==> src/rtl/field_line_streamer_if.sv <==
// Bus between the field streamer and its ROM/consumer.
// The master side is the streamer, the slave side is the ROM plus the deinterlacer.
interface field_line_streamer_if #(
    parameter int AW = 12,
    parameter int RW = 5
);
    logic [AW-1:0] rom_addr;
    logic [7:0]    rom_q;
    logic          req;
    logic          ready;
    logic [7:0]    in_data;
    logic          pix_strobe;
    logic [RW-1:0] row_idx;
    logic          field_done;
    logic          req_err;

    modport master (
        output rom_addr, ready, in_data, pix_strobe, row_idx, field_done, req_err,
        input  rom_q, req
    );

    modport slave (
        input  rom_addr, ready, in_data, pix_strobe, row_idx, field_done, req_err,
        output rom_q, req
    );
endinterface

==> src/rtl/field_line_streamer.sv <==
// Streams one odd field out of a synchronous field ROM, one line per consumer request.
// A one-pixel hold register hides the ROM read latency so every line is gap-free.
module field_line_streamer #(
    parameter int WIDTH = 128,
    parameter int ROWS  = 32,
    parameter int AW    = 12,
    parameter int RW    = $clog2(ROWS)
) (
    input  logic                  clk,
    input  logic                  rst,
    field_line_streamer_if.master bus
);
    localparam int CW = $clog2(WIDTH + 1);

    typedef enum logic [2:0] {
        S_PRIME,
        S_W0,
        S_WAIT,
        S_STREAM,
        S_DONE
    } state_t;

    state_t        state_q, state_d;
    logic [AW-1:0] rom_addr_q, rom_addr_d;
    logic [AW-1:0] base_q, base_d;
    logic [CW-1:0] col_q, col_d;
    logic [7:0]    hold_q, hold_d;
    logic [7:0]    in_data_q, in_data_d;
    logic          ready_q, ready_d;
    logic          pix_strobe_q, pix_strobe_d;
    logic [RW-1:0] row_idx_q, row_idx_d;
    logic          field_done_q, field_done_d;
    logic          req_err_q, req_err_d;
    logic          req_prev_q, req_prev_d;
    logic          req_rise;

    // A level-held req is a legal way to accept every line; only a fresh
    // assertion in a state that cannot take it counts as a protocol error.
    assign req_rise = bus.req & ~req_prev_q;

    always_comb begin
        state_d      = state_q;
        rom_addr_d   = rom_addr_q;
        base_d       = base_q;
        col_d        = col_q;
        hold_d       = hold_q;
        in_data_d    = in_data_q;
        ready_d      = ready_q;
        pix_strobe_d = pix_strobe_q;
        row_idx_d    = row_idx_q;
        field_done_d = field_done_q;
        req_err_d    = req_err_q;
        req_prev_d   = bus.req;

        case (state_q)
            S_PRIME: begin
                rom_addr_d = AW'(1);
                state_d    = S_W0;
                if (req_rise) begin
                    req_err_d = 1'b1;
                end
            end
            S_W0: begin
                hold_d = bus.rom_q;
                if (row_idx_q == '0 || bus.req) begin
                    in_data_d    = bus.rom_q;
                    ready_d      = 1'b1;
                    pix_strobe_d = 1'b1;
                    rom_addr_d   = base_q + AW'(2);
                    col_d        = CW'(1);
                    state_d      = S_STREAM;
                end else begin
                    pix_strobe_d = 1'b0;
                    state_d      = S_WAIT;
                end
            end
            S_WAIT: begin
                if (bus.req) begin
                    in_data_d    = hold_q;
                    pix_strobe_d = 1'b1;
                    rom_addr_d   = base_q + AW'(2);
                    col_d        = CW'(1);
                    state_d      = S_STREAM;
                end else begin
                    pix_strobe_d = 1'b0;
                end
            end
            S_STREAM: begin
                in_data_d    = bus.rom_q;
                pix_strobe_d = 1'b1;
                col_d        = col_q + CW'(1);
                rom_addr_d   = rom_addr_q + AW'(1);
                if (req_rise) begin
                    req_err_d = 1'b1;
                end
                if (col_q == CW'(WIDTH - 1)) begin
                    if (row_idx_q != RW'(ROWS - 1)) begin
                        // The ROM is already fetching pixel0 of the next line.
                        base_d     = base_q + AW'(WIDTH);
                        rom_addr_d = base_q + AW'(WIDTH) + AW'(1);
                        row_idx_d  = row_idx_q + RW'(1);
                        state_d    = S_W0;
                    end else begin
                        rom_addr_d = rom_addr_q;
                        state_d    = S_DONE;
                    end
                end
            end
            S_DONE: begin
                field_done_d = 1'b1;
                pix_strobe_d = 1'b0;
            end
            default: begin
                state_d = S_PRIME;
            end
        endcase
    end

    always_ff @(posedge clk or posedge rst) begin
        if (rst) begin
            state_q      <= S_PRIME;
            rom_addr_q   <= '0;
            base_q       <= '0;
            col_q        <= '0;
            hold_q       <= '0;
            in_data_q    <= '0;
            ready_q      <= 1'b0;
            pix_strobe_q <= 1'b0;
            row_idx_q    <= '0;
            field_done_q <= 1'b0;
            req_err_q    <= 1'b0;
            req_prev_q   <= 1'b0;
        end else begin
            state_q      <= state_d;
            rom_addr_q   <= rom_addr_d;
            base_q       <= base_d;
            col_q        <= col_d;
            hold_q       <= hold_d;
            in_data_q    <= in_data_d;
            ready_q      <= ready_d;
            pix_strobe_q <= pix_strobe_d;
            row_idx_q    <= row_idx_d;
            field_done_q <= field_done_d;
            req_err_q    <= req_err_d;
            req_prev_q   <= req_prev_d;
        end
    end

    assign bus.rom_addr   = rom_addr_q;
    assign bus.in_data    = in_data_q;
    assign bus.ready      = ready_q;
    assign bus.pix_strobe = pix_strobe_q;
    assign bus.row_idx    = row_idx_q;
    assign bus.field_done = field_done_q;
    assign bus.req_err    = req_err_q;
endmodule
==> src/flat_wrapper.sv <==
// flat-port wrapper written by rule: the top's interface ports become plain ports
module field_line_streamer_flat 
#(
    parameter int WIDTH = 128,
    parameter int ROWS  = 32,
    parameter int AW    = 12,
    parameter int RW    = $clog2(ROWS)
)
  (clk, rst, bus_rom_addr, bus_ready, bus_in_data, bus_pix_strobe, bus_row_idx, bus_field_done, bus_req_err, bus_rom_q, bus_req);
  field_line_streamer_if #(.AW(AW), .RW(RW)) bus_i ();
  input  logic clk;
  input  logic rst;
  output wire logic [$bits(bus_i.rom_addr)-1:0] bus_rom_addr;
  output wire logic [$bits(bus_i.ready)-1:0] bus_ready;
  output wire logic [$bits(bus_i.in_data)-1:0] bus_in_data;
  output wire logic [$bits(bus_i.pix_strobe)-1:0] bus_pix_strobe;
  output wire logic [$bits(bus_i.row_idx)-1:0] bus_row_idx;
  output wire logic [$bits(bus_i.field_done)-1:0] bus_field_done;
  output wire logic [$bits(bus_i.req_err)-1:0] bus_req_err;
  input wire logic [$bits(bus_i.rom_q)-1:0] bus_rom_q;
  input wire logic [$bits(bus_i.req)-1:0] bus_req;
  assign bus_rom_addr = bus_i.rom_addr;
  assign bus_ready = bus_i.ready;
  assign bus_in_data = bus_i.in_data;
  assign bus_pix_strobe = bus_i.pix_strobe;
  assign bus_row_idx = bus_i.row_idx;
  assign bus_field_done = bus_i.field_done;
  assign bus_req_err = bus_i.req_err;
  assign bus_i.rom_q = bus_rom_q;
  assign bus_i.req = bus_req;
  field_line_streamer #(.WIDTH(WIDTH), .ROWS(ROWS), .AW(AW), .RW(RW)) u_core (.clk(clk), .rst(rst), .bus(bus_i));
endmodule
==> config.mk <==
export PLATFORM = sky130hd
export DESIGN_NAME = field_line_streamer_flat
export DESIGN_NICKNAME = d
export VERILOG_FILES = /design/src/rtl/field_line_streamer_if.sv /design/src/rtl/field_line_streamer.sv /design/src/flat_wrapper.sv
export SDC_FILE = /design/constraint.sdc
export NUM_CORES = 1
export LEC_CHECK = 0
export ABC_AREA = 1
export CAP_MARGIN = 20
export CORE_MARGIN = 2
export CORE_UTILIZATION = 54
export DETAILED_ROUTE_END_ITERATION = 7
export GPL_TIMING_DRIVEN = 0
export PLACE_DENSITY = 0.77
export SYNTH_ARGS = -nofsm -noshare
export SYNTH_HDL_FRONTEND = slang
export SYNTH_SLANG_ARGS = --single-unit
==> constraint.sdc <==
create_clock -name clk -period 2.3 [get_ports clk]
set_input_delay 0.575 -clock clk [delete_from_list [all_inputs] [get_ports clk]]
set_output_delay 0.575 -clock clk [all_outputs]
set_load 0.005 [all_outputs]
* Word level (Yosys, flattened, before mapping) *
Index checks and enable logic that the tools add are counted.

word-level totals
  logic and storage cells = 63
  register bits = 61
  input port bits = 11

cells by class
  bitwise operators = 3
  eq/ne operators = 10
  reduce and logical (&&, ||, !) cells = 13
  mux-type cells = 19
  add/subtract/negate cells = 6

operators by type and width
  cell                   number
  $mux 12                4
  $pmux 12 s4            1
  $pmux 8 s3             2
  $mux 8                 4
  $add 12x1->12 const B  2
  $pmux 3 s5             1
  $add 12x2->12 const B  1
  $add 12x8->12 const B  1
  $mux 3                 3
  $reduce_and 3->1       3
  $add 8x1->8 const B    1
  $eq 8x7->1 const B     1
  $reduce_bool 4->1      2
  $eq 3x2->1 const B     2
  $add 5x1->5 const B    1
  $logic_not 5->1        1
  $ne 5x5->1 const B     1
  $ne 2x1->1 const B     2
  $pmux 1 s4             1
  $reduce_and 2->1       2
  $reduce_and 4->1       1
  $eq 3x1->1 const B     1
  $eq 3x3->1 const B     1
  $logic_not 3->1        1
  8 further kinds        11

* Logic depth before layout (Yosys ltp) *
Gate-level depths: netlist of the first run.

  depth in word-level cells = 5
  depth in mapped cells = 14

* Worst setup path after synthesis of the first run *
Ideal clock, no wire load.

  kind = register -> register
  from = reg u_core.col_q[0]
  to = reg u_core.rom_addr_q[10], in the netlist u_core.bus.rom_addr[10]
  path slack = 0.404 ns
  path buffers = 0
  data arrival time = 1.819 ns
  stages on the path, launching flop included = 14
  period minus slack after synthesis = 1.896 ns
  required time = 2.223 ns
  cells stage by stage = dfrtp_1 ha_1 nand2_1 nor2_2 nand2_2 clkinv_2 nor2_1 ha_1 nand4_2 inv_1 nand3_2 o21bai_1 nand2_1 a21oi_1

between the ends
  longest elaborated chain between the ends = 3
  elaborated cells between the ends (all ways) = 5

RTL lines
  what                                                              line                        text
  from (decl)                                                       field_line_streamer.sv:26   logic [CW-1:0] col_q, col_d;
  from (signal assigned)                                            field_line_streamer.sv:137  col_q <= col_d;
  $eq 8x7->1 (*)                                                    field_line_streamer.sv:96   if (col_q == CW'(WIDTH - 1)) begin
  $ne 3x3->1 (no line) / $mux 12 (equally long branches)            --
  $reduce_and 4->1 (no line) / $pmux 12 s4 (equally long branches)  --
  to (signal assigned)                                              field_line_streamer.sv:135  rom_addr_q <= rom_addr_d;
  to (decl)                                                         field_line_streamer.sv:24   logic [AW-1:0] rom_addr_q, rom_addr_d;

Every way passes the cells marked *; elsewhere a longest branch is shown, timed or not.
A chain may end at the register's enable or synchronous reset.

* Worst setup path after layout of the first run *
Ends and elaborated chain as after synthesis.

==> results of run 1 <==
[metal layers]
metal / track usage / part of all wire / wire, um / up-vias
li1: - / - / - / 1192
met5: 0 / 0 / 0 / -
met2: 0.345 / 0.47 / 2660 / 56
met3: 0.0344 / 0.048 / 275 / 9
met1: 0.305 / 0.47 / 2680 / 1096
met4: 0.0727 / 0.015 / 85 / 0
[critical path, stage by stage (launching register included)]
cell,delay (ps)
dfrtp_1,390
ha_1,210
nand2_1,100
nor2_2,70
nand2_2,110
inv_4,70
nor2_1,130
ha_1,220
nand4_2,160
inv_1,120
nand3_2,100
o21bai_1,130
nand2_1,70
a21oi_1,120
[cells in the mapped netlist (all sizes together)]
master	count	area (um^2)
xor2	11	96.3
o22ai	2	12.5
clkbuf	3	11.3
inv	40	153
a21oi	14	70.1
nor2	29	136
o221ai	1	8.76
or2	1	6.26
dfrtp	54	1350
ha	6	75.1
nor3	2	15.0
a31oi	3	18.8
nand3	19	110
clkinv	1	5.00
o32ai	1	8.76
o21ai	32	160
o21bai	2	15.0
buf	5	40.0
a211oi	1	7.51
nand4	7	50.1
o211ai	2	28.8
xnor2	3	26.3
nand2	100	393
and3	1	6.26
[worst min-delay path by stage]
stage | slack [ps] | end | depth (start not counted) | start
3_3_place_gp | 450 | u_core.bus.field_done$_DFFE_PP0P_ | 2 | u_core.bus.field_done$_DFFE_PP0P_
4_1_cts | 480 | u_core.bus.field_done$_DFFE_PP0P_ | 2 | u_core.bus.field_done$_DFFE_PP0P_
2_1_floorplan | 450 | u_core.hold_q[5]$_DFFE_PP0P_ | 2 | u_core.hold_q[5]$_DFFE_PP0P_
3_5_place_dp | 460 | u_core.bus.field_done$_DFFE_PP0P_ | 2 | u_core.bus.field_done$_DFFE_PP0P_
5_1_grt | 500 | u_core.bus.req_err$_DFFE_PP0P_ | 1 | u_core.bus.req_err$_DFFE_PP0P_
6_report | 480 | u_core.bus.field_done$_DFFE_PP0P_ | 2 | u_core.bus.field_done$_DFFE_PP0P_
[layout make-up]
| cell class | instances | share of cell area |
|---|---|---|
| sequential | 54 | 0.396 |
| multi-input combinational | 237 | 0.365 |
| clock inverter | 1 | 0.00257 |
| buffer | 8 | 0.0150 |
| timing repair buffer | 40 | 0.120 |
| clock buffer | 7 | 0.0283 |
| inverter | 41 | 0.0466 |
| tap | 70 | 0.0257 |
[cell usage in the layout (no fill, tap or decap), types with 7 or more instances in the layout]
master	count
nand2_1	93
dfrtp_1	54
clkdlybuf4s50_1	39
inv_1	34
o21ai_0	32
nor2_1	22
nand3_1	16
a21oi_1	14
xor2_1	11
nand2_2	7
clkbuf_8	7
[flip-flops by register name (all words and copies together) (netlist names)]
signal                 flops
u_core.bus.in_data         8
u_core.bus.ready           1
u_core.base_q              5
u_core.bus.row_idx         5
u_core.col_q               8
u_core.state_q             3
u_core.bus.req_err         1
u_core.req_prev_q          1
u_core.hold_q              8
u_core.bus.field_done      1
u_core.bus.pix_strobe      1
u_core.bus.rom_addr       12
[where the power goes]
part	switching, W	internal (W)
combinational	0.0000378	0.0000389
clock	0.000309	0.000276
sequential	0.00000662	0.000964
[through the flow]
| stage | TNS (ps) | cell area [um^2] |
|---|---|---|
| finish | 0 | 3410 |
| global route | 0 | 3410 |
| floorplan | 0 | 2810 |
| global placement | -32610 | 3280 |
| detailed placement | 0 | 3300 |
| CTS | 0 | 3410 |
[cell families after synthesis]
group / after synthesis / share of synthesized area
and+or+nand+nor: 159 / 0.256
buffers and inverters: 49 / 0.0745
DFF: 54 / 0.482
xor gates and xnor gates: 14 / 0.0437
AOI/OAI and AO/OA: 58 / 0.118
adders and majority gates: 6 / 0.0268
==> impl_metrics.json, run 1 <==
{
  "drv_cap": 0,
  "grt_pass1_vias": 2225,
  "cts_tree": "built",
  "cts_resized": 0,
  "postCtsHoldBufs": 0,
  "start_kind": "flop",
  "utilization": 0.672,
  "ir_drop_uv": 375,
  "vias_per_cell": 5.14,
  "required_ps": 2540,
  "crit_fanout": 9,
  "hp-class": "flop to flop",
  "status": "finished, final reports clean",
  "r2r_end": "u_core.bus.rom_addr[10]$_DFFE_PP0P_",
  "path_class": "flop to flop",
  "hold_viol_final": 0,
  "arrival_ps": 2320,
  "p_leak_nw": 1.64,
  "period_needed_ps": 2080,
  "end_kind": "flop",
  "register_area_um2": 1350,
  "ios": 40,
  "finalClockSkew_ps": 11.2,
  "dr.first_iter.drc_count": 159,
  "cts_buffers": 5,
  "routedWlPerCell_um": 12.4,
  "fin_ws_ps": 218,
  "ant_nets": 0,
  "r2r_cells": 13,
  "area_delta_synth_final_pct": 21.5,
  "core_area_um2": 5070,
  "die-area_um2": 5790,
  "dp_slack_ps": 85.4,
  "clock.fmax_mhz": 480,
  "crit_path_start": "u_core.col_q[0]$_DFFE_PP0P_",
  "insertion_delay_ps": 310,
  "syn_nets": 357,
  "initial_core_util": 0.553,
  "dpl.cell_count": 450,
  "die_height_um": 76.1,
  "io_buffers": 39,
  "dp_hpwl_um": 4180,
  "setup_viol": 0,
  "cts-root-buf": "clkbuf_8",
  "multi_input_area_um2": 1240,
  "power_w": 0.00163,
  "rsz0062_at_grt": "no",
  "powerDensity_nw_per_um2": 479,
  "final_layout_size_suffix_gt1_frac": 0.108,
  "gp_congestion": 0.819,
  "r2r_slack_ps": 220,
  "final_cells": 458,
  "clockBufferDepth": 2,
  "die_x_um": 76.1,
  "gr-total-overflow": 0,
  "seq_area_frac_synth": 0.482,
  "cp-endpoint": "u_core.bus.rom_addr[10]$_DFFE_PP0P_",
  "synth.distinct_cells": 35,
  "tightestPinTransition_ps": 522,
  "layout.nets": 404,
  "cts_setup_buffers": 0,
  "synth.avg_cell_area_um2": 8.25,
  "dr.pass1.iters": 4,
  "antenna_found_initial": 0,
  "vias": 2353,
  "slew_viol_final": 0,
  "clk_pin_slew_ps": 100,
  "rows": 26,
  "hold_ws_ps": 475,
  "r2r_start": "u_core.col_q[0]$_DFFE_PP0P_",
  "wirelength_um": 5700,
  "yosysWarnings": 0,
  "diodes": 0,
  "slew_headroom": 0.649,
  "fillers": 428,
  "cts_sinks": 54,
  "remaining_drc_errors": 0,
  "grt_util_all_layers": 0.216,
  "ys_seq_elements": 54,
  "syn_area_um2": 2810,
  "ctsHtreeMaxLevel": 2,
  "fin_crit_sh": 0.905,
  "synth_cells": 340,
  "grt_pass1_wl_um": 10200,
  "grt_max_degree": 35
}
No activity file was read; power rests on OpenSTA's default activity.
==> run 2, diff against run 1 <==
--- a/config.mk
+++ b/config.mk
@@ -7,8 +7,10 @@
 export LEC_CHECK = 0
 export ABC_AREA = 1
 export CAP_MARGIN = 20
-export CORE_MARGIN = 2
-export CORE_UTILIZATION = 54
+export CELL_PAD_IN_SITES_DETAIL_PLACEMENT = 1
+export CELL_PAD_IN_SITES_GLOBAL_PLACEMENT = 1
+export CORE_UTILIZATION = 40
+export CTS_CLUSTER_DIAMETER = 200
 export DETAILED_ROUTE_END_ITERATION = 7
 export GPL_TIMING_DRIVEN = 0
 export PLACE_DENSITY = 0.77
==> impl_metrics.json, run 2 (synthesized netlist as in run 1, its figures left out) <==
{
  "initial_core_util": 0.413,
  "pwr-share-clk": 0.420,
  "die_x_um": 85.7,
  "start_kind": "flop",
  "ir_drop_uv": 260,
  "wirelength_um": 6690,
  "hp-class": "flop to flop",
  "gp_congestion": 0.756,
  "routedWlPerCell_um": 13.8,
  "layout_common_cells": "nand2_1, dfrtp_1, clkdlybuf4s50_1",
  "die_height_um": 85.7,
  "end_kind": "flop",
  "setup_viol": 0,
  "layout.nets": 404,
  "postCtsHoldBufs": 0,
  "r2r_slack_ps": 190,
  "final_layout_size_suffix_gt1_frac": 0.111,
  "dp_hpwl_um": 4970,
  "grt_max_degree": 38,
  "drv_cap": 0,
  "hold_viol_final": 0,
  "cts_tree": "built",
  "p_leak_nw": 1.65,
  "diodes": 0,
  "antenna_found_initial": 0,
  "layout_commonest_cell": "nand2_1",
  "hold_ws_ps": 480,
  "clock.fmax_mhz": 473,
  "core_area_um2": 6790,
  "die-area_um2": 7350,
  "area_delta_synth_final_pct": 24.0,
  "period_needed_ps": 2110,
  "clockBufferDepth": 2,
  "cts_resized": 0,
  "cts-root-buf": "clkbuf_8",
  "largest_register_ff_count": 12,
  "rows": 30,
  "cts_buffers": 5,
  "slew_viol_final": 0,
  "remaining_drc_errors": 0,
  "ctsHtreeMaxLevel": 2,
  "cts_sinks": 54,
  "p_seq_frac": 0.537,
  "cts_setup_buffers": 0,
  "ant_nets": 0,
  "combPwrFrac": 0.043,
  "tightestPinTransition_ps": 563,
  "required_ps": 2540,
  "grt_pass1_vias": 2528,
  "powerDensity_nw_per_um2": 520,
  "grt_util_all_layers": 0.203,
  "power_w": 0.00181,
  "clk_pin_slew_ps": 100,
  "ios": 40,
  "status": "finished, final reports clean",
  "finalClockSkew_ps": 10.2,
  "crit_fanout": 9,
  "io_buffers": 39,
  "p_int_w": 0.00144,
  "insertion_delay_ps": 310,
  "dr.pass1.iters": 4,
  "arrival_ps": 2350,
  "path_class": "flop to flop",
  "dr.first_iter.drc_count": 77,
  "vias_per_cell": 4.93,
  "vias": 2384,
  "p_switching_w": 0.000369,
  "slew_headroom": 0.625,
  "rsz0062_at_grt": "no",
  "power.share.switching": 0.204,
  "gr-total-overflow": 0,
  "fin_crit_sh": 0.919,
  "grt_pass1_wl_um": 11800
}
-- run 2: worst max-delay path: stages, from the launching register on --
cell and delay [ps]:
dfrtp_1 400, ha_1 210, nand2_1 100, nor2_2 70, nand2_2 110, inv_4 90
nor2_2 120, ha_1 220, nand4_2 160, inv_1 120, nand3_2 110, o21bai_1 150
nand2_1 70, a21oi_1 120
-- run 2: routing by layer --
layer,GRT usage,up-vias,part of all wire
met5,0,-,0
li1,-,1189,-
met1,0.265,1158,0.49
met2,0.353,33,0.49
met3,0.0366,4,0.020
met4,0.0424,0,0.0052
-- run 2: cell type report --
cell class              count  area, um^2
flip-flops and latches     54        1350
multi-input cells         237        1250
fillers                   825        3320
repair buffers             40         410
well taps                  96         120
clock inverters             3        68.8
plain buffers               8        51.3
inverters                  41         159
clock buffers               5        68.8
-- run 2: path summary, 6_finish.rpt --
path / from / to / depth (start not counted)
max in group asynchronous: rst / u_core.bus.rom_addr[11]$_DFFE_PP0P_ / 3
max: u_core.col_q[0]$_DFFE_PP0P_ / u_core.bus.rom_addr[10]$_DFFE_PP0P_ / 13
min reg2reg: u_core.bus.req_err$_DFFE_PP0P_ / u_core.bus.req_err$_DFFE_PP0P_ / 1
min in group asynchronous: rst / u_core.bus.in_data[6]$_DFFE_PP0P_ / 2
max reg2reg: u_core.col_q[0]$_DFFE_PP0P_ / u_core.bus.rom_addr[10]$_DFFE_PP0P_ / 13
min: u_core.bus.req_err$_DFFE_PP0P_ / u_core.bus.req_err$_DFFE_PP0P_ / 1
-- run 2: power by group through the flow --
stage          Combinational (W)  Sequential, W  Clock [W]
2_1_floorplan          0.0000312       0.000989          0
3_3_place_gp           0.0000746       0.000989          0
3_5_place_dp           0.0000804       0.000989          0
4_1_cts                0.0000807       0.000971   0.000782
5_1_grt                0.0000901       0.000972   0.000814
6_report               0.0000785       0.000970   0.000760
-- run 2: stage by stage --
stage	area [um^2]	TNS [ps]	util	worst slack, ps	std cells
final	3480	0	0.512	186	484
after global routing	3480	0	0.512	21.5	484
after global placement	3320	-39940	0.488	-743	475
after floorplan	2810	0	-	404	340
after CTS	3470	0	0.511	28.5	484
after detailed placement	3340	0	0.491	26.8	476
